File: src/rtl/rocc_acc_pkg.sv
// Shared encodings for the RoCC accumulator unit: funct codes, FSM states, memory command.
package rocc_acc_pkg;

  localparam logic [6:0] FUNCT_WRITE = 7'd0;
  localparam logic [6:0] FUNCT_READ  = 7'd1;
  localparam logic [6:0] FUNCT_ACCUM = 7'd2;
  localparam logic [6:0] FUNCT_LOAD  = 7'd3;

  localparam logic [4:0] MEM_CMD_XRD = 5'b00000;

  typedef enum logic [1:0] {
    S_IDLE,
    S_MEM_REQ,
    S_MEM_WAIT,
    S_RESP
  } state_e;

  function automatic logic is_nop(input logic [6:0] funct);
    return funct > FUNCT_LOAD;
  endfunction

endpackage

File: src/rtl/rocc_acc_regfile.sv
// Accumulator storage: NUM_ACC x XLEN, one combinational read port, one write port.
module rocc_acc_regfile #(
  parameter int XLEN    = 64,
  parameter int NUM_ACC = 4
) (
  input  logic                       clock,
  input  logic                       reset,
  input  logic                       i_we,
  input  logic [$clog2(NUM_ACC)-1:0] i_waddr,
  input  logic [XLEN-1:0]            i_wdata,
  input  logic [$clog2(NUM_ACC)-1:0] i_raddr,
  output logic [XLEN-1:0]            o_rdata
);

  logic [XLEN-1:0] r_acc [NUM_ACC];

  always_ff @(posedge clock or posedge reset) begin
    if (reset) begin
      for (int k = 0; k < NUM_ACC; k++) r_acc[k] <= '0;
    end else if (i_we) begin
      r_acc[i_waddr] <= i_wdata;
    end
  end

  assign o_rdata = r_acc[i_raddr];

endmodule

File: src/rtl/rocc_acc_unit.sv
// RoCC accumulator: WRITE/READ/ACCUM/LOAD on NUM_ACC registers, single-beat memory loads
// with nack replay, response held until accepted.
module rocc_acc_unit
  import rocc_acc_pkg::*;
#(
  parameter int xLen             = 64,
  parameter int NUM_ACC          = 4,
  parameter int coreMaxAddrBits  = 40,
  parameter int dcacheReqTagBits = 9
) (
  input  logic                        clock,
  input  logic                        reset,
  input  logic                        rocc_cmd_valid,
  output logic                        rocc_cmd_ready,
  input  logic [6:0]                  rocc_cmd_bits_inst_funct,
  input  logic [4:0]                  rocc_cmd_bits_inst_rd,
  input  logic                        rocc_cmd_bits_inst_xd,
  input  logic [xLen-1:0]             rocc_cmd_bits_rs1,
  input  logic [xLen-1:0]             rocc_cmd_bits_rs2,
  input  logic [1:0]                  rocc_cmd_bits_status_dprv,
  input  logic                        rocc_resp_ready,
  output logic                        rocc_resp_valid,
  output logic [4:0]                  rocc_resp_bits_rd,
  output logic [xLen-1:0]             rocc_resp_bits_data,
  input  logic                        rocc_mem_req_ready,
  output logic                        rocc_mem_req_valid,
  output logic [coreMaxAddrBits-1:0]  rocc_mem_req_bits_addr,
  output logic [dcacheReqTagBits-1:0] rocc_mem_req_bits_tag,
  output logic [4:0]                  rocc_mem_req_bits_cmd,
  output logic [1:0]                  rocc_mem_req_bits_size,
  output logic                        rocc_mem_req_bits_signed,
  output logic                        rocc_mem_req_bits_phys,
  output logic                        rocc_mem_req_bits_no_alloc,
  output logic                        rocc_mem_req_bits_no_xcpt,
  output logic                        rocc_mem_req_bits_no_resp,
  output logic                        rocc_mem_req_bits_dv,
  output logic [1:0]                  rocc_mem_req_bits_dprv,
  input  logic                        rocc_mem_s2_nack,
  input  logic                        rocc_mem_resp_valid,
  input  logic [xLen-1:0]             rocc_mem_resp_bits_data,
  output logic                        rocc_busy,
  output logic                        rocc_interrupt
);

  localparam int IDX_W = $clog2(NUM_ACC);

  state_e                     r_state, w_state_nxt;
  logic [6:0]                 r_funct;
  logic [4:0]                 r_rd;
  logic                       r_xd;
  logic [IDX_W-1:0]           r_idx;
  logic [coreMaxAddrBits-1:0] r_addr;
  logic [1:0]                 r_dprv;

  logic                       w_accept;
  logic [IDX_W-1:0]           w_idx;
  logic                       w_we;
  logic [xLen-1:0]            w_wdata;
  logic [xLen-1:0]            w_rdata;
  logic                       w_unused;

  assign w_unused = ^rocc_cmd_bits_rs2[xLen-1:IDX_W];
  assign w_accept = (r_state == S_IDLE) && rocc_cmd_valid;
  // In IDLE the index comes straight off the command so the op lands at T+1.
  assign w_idx    = (r_state == S_IDLE) ? rocc_cmd_bits_rs2[IDX_W-1:0] : r_idx;

  rocc_acc_regfile #(.XLEN(xLen), .NUM_ACC(NUM_ACC)) u_regfile (
    .clock   (clock),
    .reset   (reset),
    .i_we    (w_we),
    .i_waddr (w_idx),
    .i_wdata (w_wdata),
    .i_raddr (w_idx),
    .o_rdata (w_rdata)
  );

  always_ff @(posedge clock or posedge reset) begin
    if (reset) begin
      r_state <= S_IDLE;
      r_funct <= '0;
      r_rd    <= '0;
      r_xd    <= 1'b0;
      r_idx   <= '0;
      r_addr  <= '0;
      r_dprv  <= '0;
    end else begin
      r_state <= w_state_nxt;
      if (w_accept) begin
        r_funct <= rocc_cmd_bits_inst_funct;
        r_rd    <= rocc_cmd_bits_inst_rd;
        r_xd    <= rocc_cmd_bits_inst_xd;
        r_idx   <= rocc_cmd_bits_rs2[IDX_W-1:0];
        r_addr  <= rocc_cmd_bits_rs1[coreMaxAddrBits-1:0];
        r_dprv  <= rocc_cmd_bits_status_dprv;
      end
    end
  end

  always_comb begin
    w_state_nxt = r_state;
    w_we        = 1'b0;
    w_wdata     = w_rdata + rocc_cmd_bits_rs1;
    case (r_state)
      S_IDLE: begin
        if (rocc_cmd_valid) begin
          case (rocc_cmd_bits_inst_funct)
            FUNCT_WRITE: begin
              w_we    = 1'b1;
              w_wdata = rocc_cmd_bits_rs1;
            end
            FUNCT_ACCUM: w_we = 1'b1;
            default: ;
          endcase
          if (rocc_cmd_bits_inst_funct == FUNCT_LOAD) w_state_nxt = S_MEM_REQ;
          else if (rocc_cmd_bits_inst_xd)             w_state_nxt = S_RESP;
        end
      end
      S_MEM_REQ: if (rocc_mem_req_ready) w_state_nxt = S_MEM_WAIT;
      S_MEM_WAIT: begin
        // A nack wins over a same-cycle response: the load is replayed.
        if (rocc_mem_s2_nack) begin
          w_state_nxt = S_MEM_REQ;
        end else if (rocc_mem_resp_valid) begin
          w_we        = 1'b1;
          w_wdata     = w_rdata + rocc_mem_resp_bits_data;
          w_state_nxt = r_xd ? S_RESP : S_IDLE;
        end
      end
      S_RESP: if (rocc_resp_ready) w_state_nxt = S_IDLE;
      default: w_state_nxt = S_IDLE;
    endcase
  end

  assign rocc_cmd_ready      = (r_state == S_IDLE);
  assign rocc_busy           = (r_state != S_IDLE);
  assign rocc_interrupt      = 1'b0;
  assign rocc_resp_valid     = (r_state == S_RESP);
  assign rocc_resp_bits_rd   = r_rd;
  assign rocc_resp_bits_data = is_nop(r_funct) ? '0 : w_rdata;

  assign rocc_mem_req_valid         = (r_state == S_MEM_REQ);
  assign rocc_mem_req_bits_addr     = r_addr;
  assign rocc_mem_req_bits_tag      = '0;
  assign rocc_mem_req_bits_cmd      = MEM_CMD_XRD;
  assign rocc_mem_req_bits_size     = 2'd3;
  assign rocc_mem_req_bits_signed   = 1'b0;
  assign rocc_mem_req_bits_phys     = 1'b0;
  assign rocc_mem_req_bits_no_alloc = 1'b0;
  assign rocc_mem_req_bits_no_xcpt  = 1'b0;
  assign rocc_mem_req_bits_no_resp  = 1'b0;
  assign rocc_mem_req_bits_dv       = 1'b0;
  assign rocc_mem_req_bits_dprv     = r_dprv;

endmodule

File: config.mk
export PLATFORM = sky130hd
export DESIGN_NAME = rocc_acc_unit
export DESIGN_NICKNAME = d
export VERILOG_FILES = /design/src/rtl/rocc_acc_pkg.sv /design/src/rtl/rocc_acc_regfile.sv /design/src/rtl/rocc_acc_unit.sv
export SDC_FILE = /design/constraint.sdc
export NUM_CORES = 1
export LEC_CHECK = 0
export CORE_ASPECT_RATIO = 0.7
export CORE_UTILIZATION = 50
export DETAILED_ROUTE_END_ITERATION = 12
export GPL_ROUTABILITY_DRIVEN = 0
export PLACE_DENSITY = 0.75
export SYNTH_ARGS = -nofsm -noshare
export SYNTH_HDL_FRONTEND = slang
export SYNTH_HIERARCHICAL = 1
export SYNTH_SLANG_ARGS = --single-unit
File: constraint.sdc
create_clock -name clock -period 11 [get_ports clock]
set_input_delay 2.2 -clock clock [delete_from_list [all_inputs] [get_ports clock]]
set_output_delay 2.2 -clock clock [all_outputs]
set_load 0.01 [all_outputs]
==> impl_metrics.py, run 1 <==
metrics = {
    "run_status": {
        "status": "finished clean",
    },
    "yosys": {
        "yosysWarnings": 6,
        "yosysSeqAreaShare": 0.331,
        "synth-edff-count": 0,
        "yosysUniqueCellTypes": 88,
        "synth.cell_area_mm2": 0.0237,
        "async_reset_ff_frac": 1.00,
        "synth_seq_cells": 313,
        "syn_area_per_cell_um2": 10.3,
        "synthesis.instances": 2298,
        "synth_flop_cell": "dfrtp_1",
    },
    "floorplanning": {
        "ios": 352,
        "core_area_mm2": 0.0466,
        "chipHeight_um": 184,
        "start_util": 0.509,
        "die_w_um": 262,
        "rows": 66,
        "die_area_mm2": 0.0483,
    },
    "setup_path": {
        "cp_slowest_cell": "a31oi_1",
        "r2r_start": "r_state[1]",
        "arrival_ns": 8.67,
        "ff2ff_path_depth": 16,
        "critPathKind": "input pin to flop",
        "path_cells": "clkdlybuf4s50_1 -> mux2_4 -> buf_4 -> mux4_2 -> ha_1 -> inv_1 -> fa_1 -> nor2b_1 -> o31a_1 -> o31ai_1 -> a21o_1 -> a31oi_1 -> a31oi_1 -> nor2_1 -> a21oi_1 -> xnor2_1 -> a21oi_1 -> mux2_2",
        "path_max_fanout": 30,
        "cp-end-kind": "flop",
        "crit_buf_inv": 3,
        "r2r_end": "u_regfile/r_acc[226]",
        "required_ns": 11.48,
        "crit_family": "compound AO/OA/AOI/OAI gates",
        "cpPeakStageDelay_ns": 0.72,
        "crit_path_start_kind": "input pin",
        "reg2reg_slack_ns": 3.93,
    },
    "sta": {
        "maxSlewViolCount": 0,
        "max-slew-margin-rel": 0.254,
        "tns_ns": 0,
        "tightest_slew_ns": 1.12,
        "fin_skew_ns": 0.0182,
        "finalCritPeriodShare": 0.745,
        "finalHoldViolCount": 0,
        "rsz0062_at_grt": "no",
        "setup_viol": 0,
        "max_freq_ghz": 0.122,
        "fin_crit_ns": 8.19,
    },
    "detailed_routing": {
        "vias_per_cell": 6.52,
        "drt_pass1_iterations": 6,
        "vias": 20441,
        "drt_wl_total_um": 77200,
        "wire_per_inst_um": 24.6,
        "drt_iter0_drc": 2553,
        "ant_nets": 0,
        "drc_errors": 0,
    },
    "finish": {
        "fin_nets": 2838,
        "area_growth_pct": 17.0,
        "final_area_mm2": 0.0277,
        "layout_common_cells": "dfrtp_1 (313), clkdlybuf4s50_1 (266), a21oi_1 (186)",
        "drive_above_1_share": 0.169,
        "final_common_cell": "dfrtp_1",
    },
    "min_path": {
        "hold_class": "flop to flop",
        "min_to": "u_regfile/r_acc[255]",
        "hp-start": "u_regfile/r_acc[255]",
        "whs_path_depth": 1,
    },
    "clock_tree": {
        "htree_levels": 2,
        "clockBufferDepth": 3,
        "cts.sinks": 313,
        "postCtsSetupBuffers": 0,
        "cts_tree": "yes",
        "cts-root-buf": "clkbuf_16",
        "cts_hold_buffers": 0,
        "clock_latency_ns": 0.54,
        "cts_buffers": 35,
        "path_clk_slew_ns": 0.06,
        "cts_resized": 0,
    },
    "job": {
        "maxCapViolCount": 0,
    },
    "global_routing": {
        "grt_pass1_vias": 19506,
        "grt_pass1_wl_um": 117000,
        "grt_usage": 0.313,
        "overflow": 0,
        "grt_max_degree": 103,
        "antenna_found_initial": 6,
    },
    "placed_design": {
        "place_area_mm2": 0.0266,
        "dp.final_hpwl_um": 56700,
        "portBuffers": 266,
    },
}
[sequential cells by signal, summed over array words and instances, names as in the netlist]
name                    cells
u_regfile/r_acc           256
r_funct                     5
r_state                     2
r_xd                        1
r_idx                       2
rocc_resp_bits_rd           5
rocc_mem_req_bits_dprv      2
rocc_mem_req_bits_addr     40
[worst reg2reg max path, delay by kind of cell (launching register included)]
family | cells | cell delay, ns
adders and majority gates | 1 | 0.46
muxes | 4 | 1.64
buffers and inverters | 3 | 1.17
and+or+nand+nor | 3 | 1.06
DFF | 1 | 0.38
AOI/OAI and AO/OA | 5 | 2.24
[layer usage]
layer / GRT usage / vias up / wire length (µm)
met3: 0.0621 / 185 / 8150
met1: 0.452 / 10093 / 33200
li1: - / 8947 / -
met5: 0 / - / 0
met4: 0.117 / 0 / 2760
met2: 0.464 / 1216 / 33100
[layout make-up]
cell class | count | area, µm²
multi-input combinational | 1806 | 14900
clock buffer | 43 | 946
tap | 612 | 766
inverter | 47 | 184
clock inverter | 17 | 173
sequential | 313 | 7830
antenna | 6 | 15.0
timing repair buffer | 293 | 2870
fill | 3826 | 18900
[synth_stat cells (6+ instances only)]
library cell,count,share of area
a31oi_1,26,0.0069
inv_1,46,0.0073
buf_2,6,0.0013
or2_2,7,0.0018
nand2_1,150,0.024
o21ai_1,24,0.0051
nor2b_1,8,0.0021
o211ai_1,13,0.0041
mux4_2,64,0.061
xor2_1,47,0.017
buf_4,40,0.013
buf_1,7,0.0011
buf_6,18,0.0086
o22ai_1,21,0.0055
and2_1,77,0.020
nor3_1,34,0.0072
o21ai_0,88,0.019
and3_1,19,0.0050
a221o_1,9,0.0038
a41oi_1,6,0.0022
o31ai_1,8,0.0025
o21a_1,17,0.0054
a22oi_1,30,0.0095
nand2b_1,8,0.0021
nor2_1,136,0.022
mux2_1,65,0.031
mux2_2,129,0.061
nand4_1,35,0.0092
ha_1,126,0.067
mux2i_1,7,0.0030
a221oi_1,7,0.0026
nand3b_1,6,0.0019
a21oi_1,186,0.039
a21o_1,60,0.019
mux2_4,120,0.076
a211oi_1,17,0.0054
xnor2_1,67,0.025
nand3_1,24,0.0051
o21bai_1,28,0.0089
nor4_1,7,0.0018
o221ai_1,25,0.0092
clkbuf_1,82,0.013
dfrtp_1,313,0.33
[cell families after synthesis]
| family | after synthesis | share of synthesized area |
|---|---|---|
| AO/OA/AOI/OAI | 618 | 0.172 |
| XOR/XNOR | 114 | 0.0421 |
| adder cells (fa/ha/maj) | 128 | 0.0682 |
| buffers and inverters | 200 | 0.0440 |
| flip-flops | 313 | 0.331 |
| multiplexers | 385 | 0.232 |
| other | 2 | 0.000317 |
| AND/OR/NAND/NOR | 538 | 0.111 |
[worst max-delay path by stage]
| stage | cells after the start | startpoint | end | slack (ns) |
|---|---|---|---|---|
| 2_1_floorplan | 1 | reset | u_regfile/r_acc[0] | 1.76 |
| 3_5_place_dp | 18 | rocc_cmd_bits_rs2[1] | u_regfile/r_acc[252] | 2.55 |
| 5_1_grt | 18 | rocc_cmd_bits_rs2[1] | u_regfile/r_acc[42] | 2.65 |
| 3_3_place_gp | 16 | rocc_cmd_bits_rs2[1] | u_regfile/r_acc[226] | 2.65 |
| 6_report | 18 | rocc_cmd_bits_rs2[1] | u_regfile/r_acc[42] | 2.81 |
| 4_1_cts | 18 | rocc_cmd_bits_rs2[1] | u_regfile/r_acc[42] | 3.07 |
[metrics by stage]
step           worst slack (ns)  hold WS (ns)  std cells  utilization
6_report                   2.81         0.480       3137        0.595
5_1_grt                    2.65         0.495       3137        0.595
4_1_cts                    3.07         0.487       3131        0.595
3_5_place_dp               2.55         0.471       3071        0.571
3_3_place_gp               2.65         0.462       3071        0.571
2_1_floorplan              1.76         0.453       2319            -
Power of run 1 is not shown: default switching activity piles up to over one toggle a cycle in this logic, so the estimate is an artifact.
==> run 2, diff against run 1 <==
==> constraint.sdc (replaced) <==
create_clock -name clock -period 8.57 [get_ports clock]
set_input_delay 1.714 -clock clock [delete_from_list [all_inputs] [get_ports clock]]
set_output_delay 1.714 -clock clock [all_outputs]
set_load 0.01 [all_outputs]
==> run 2 against run 1 <==
Effect of this change: critical path depth fell by 1; non-clock buffer count up 3; setup slack worse by 1.6 ns; first-iteration DRC count decreased by 2.9%; flip-flop and latch count stayed put; routed wire length grew 0.92%; final area rose by 0.42%; die area unchanged; cell count is 0.19% higher; critical path type unchanged; highest routed layer is now met5.
==> impl_metrics.py, run 2 (same netlist as run 1, synthesis figures left out) <==
metrics = {
    "clock_tree": {
        "path_clk_slew_ns": 0.06,
        "cts_resized": 0,
        "cts-root-buf": "clkbuf_16",
        "postCtsSetupBuffers": 0,
        "clock_latency_ns": 0.54,
        "htree_levels": 2,
        "cts.sinks": 313,
        "cts_tree": "yes",
        "cts_buffers": 34,
        "clockBufferDepth": 3,
        "cts_hold_buffers": 0,
    },
    "detailed_routing": {
        "drc_errors": 0,
        "vias_per_cell": 6.52,
        "wire_per_inst_um": 24.8,
        "drt_wl_total_um": 77900,
        "drt_pass1_iterations": 8,
        "ant_nets": 0,
        "vias": 20504,
        "drt_iter0_drc": 2479,
    },
    "floorplanning": {
        "die_area_mm2": 0.0483,
        "chipHeight_um": 184,
        "ios": 352,
        "start_util": 0.509,
        "core_area_mm2": 0.0466,
        "die_w_um": 262,
        "rows": 66,
    },
    "finish": {
        "regMostFlops": "u_regfile/r_acc",
        "multi_input_area_mm2": 0.0149,
        "fin_cells": 3143,
        "layout_common_cells": "dfrtp_1 (313), clkdlybuf4s50_1 (266), a21oi_1 (186)",
        "area_growth_pct": 17.5,
        "final_common_cell": "dfrtp_1",
        "fillers": 3791,
        "fin_nets": 2840,
        "ff_latch_area_mm2": 0.00783,
        "final_util": 0.598,
        "largest_register_ffs": 256,
        "drive_above_1_share": 0.170,
    },
    "setup_path": {
        "reg2reg_slack_ns": 1.61,
        "path_max_fanout": 37,
        "critPathKind": "input pin to flop",
        "cp-startpoint": "rocc_cmd_bits_rs2[1]",
        "cp-end-kind": "flop",
        "r2r_start": "r_state[1]",
        "arrival_ns": 7.74,
        "crit_path_start_kind": "input pin",
        "required_ns": 8.98,
        "ff2ff_path_depth": 18,
        "setup.worst_path.end": "u_regfile/r_acc[230]",
        "r2r_end": "u_regfile/r_acc[255]",
    },
    "global_routing": {
        "overflow": 0,
        "grt_usage": 0.318,
        "grt_pass1_vias": 19721,
        "antenna_found_initial": 7,
        "grt_max_degree": 191,
        "grt_pass1_wl_um": 119000,
    },
    "sta": {
        "rsz0062_at_grt": "no",
        "worst_hold_slack_ns": 0.484,
        "fin_skew_ns": 0.0116,
        "finalHoldViolCount": 0,
        "max_freq_ghz": 0.136,
        "setup_viol": 0,
        "fin_crit_ns": 7.33,
        "finalCritPeriodShare": 0.855,
        "maxSlewViolCount": 0,
        "max-slew-margin-rel": 0.197,
        "tns_ns": 0,
        "tightest_slew_ns": 1.21,
    },
    "placed_design": {
        "dp.final_hpwl_um": 57300,
        "portBuffers": 266,
        "dp_cells": 3074,
    },
    "min_path": {
        "hold_class": "flop to flop",
    },
    "run_status": {
        "status": "finished clean",
    },
    "job": {
        "maxCapViolCount": 0,
    },
}
[run 2: critical path, cell delays in order]
cell and delay (ns):
clkdlybuf4s50_1 0.47, mux2_4 0.74, mux4_2 0.67, ha_1 0.24
inv_1 0.08, fa_1 0.22, nor2b_1 0.08, o31a_1 0.29
o31ai_1 0.67, a21o_1 0.29, a31oi_1 0.24, a31oi_1 0.69
nor2_1 0.30, a21boi_1 0.24, xor2_1 0.20, o21ai_1 0.17
mux2_1 0.36
[run 2: per-stage QoR]
stage / area [µm²] / setup slack (ns)
CTS: 27800 / 1.48
detailed placement: 26600 / 0.947
global placement: 26600 / 1.10
finish: 27800 / 1.24
global route: 27800 / 1.11
floorplan: 23800 / 2.62
[run 2: per-layer routing]
| metal | wire length [µm] | global-route usage |
|---|---|---|
| met5 | 121 | 0.0170 |
| met4 | 2930 | 0.123 |
| met3 | 8250 | 0.0660 |
| met2 | 32900 | 0.464 |
| met1 | 33700 | 0.462 |
[run 2: worst min path at each step]
stage	start	end	depth (start not counted)
4_1_cts	u_regfile/r_acc[243]	u_regfile/r_acc[243]	1
2_1_floorplan	u_regfile/r_acc[192]	u_regfile/r_acc[192]	1
5_1_grt	u_regfile/r_acc[227]	u_regfile/r_acc[227]	1
3_5_place_dp	u_regfile/r_acc[201]	u_regfile/r_acc[201]	1
6_report	u_regfile/r_acc[212]	u_regfile/r_acc[212]	1
3_3_place_gp	u_regfile/r_acc[223]	u_regfile/r_acc[223]	1
[run 2: cell type report]
| class | instances | share of cell area |
|---|---|---|
| Sequential cell | 313 | 0.281 |
| Multi-Input combinational cell | 1806 | 0.537 |
| Inverter | 47 | 0.00647 |
| Clock buffer | 49 | 0.0370 |
| Clock inverter | 13 | 0.00611 |
| Antenna cell | 7 | 0.000629 |
| Tap cell | 612 | 0.0275 |
| Timing Repair Buffer | 296 | 0.104 |
Power of run 2 is left out for the same reason.
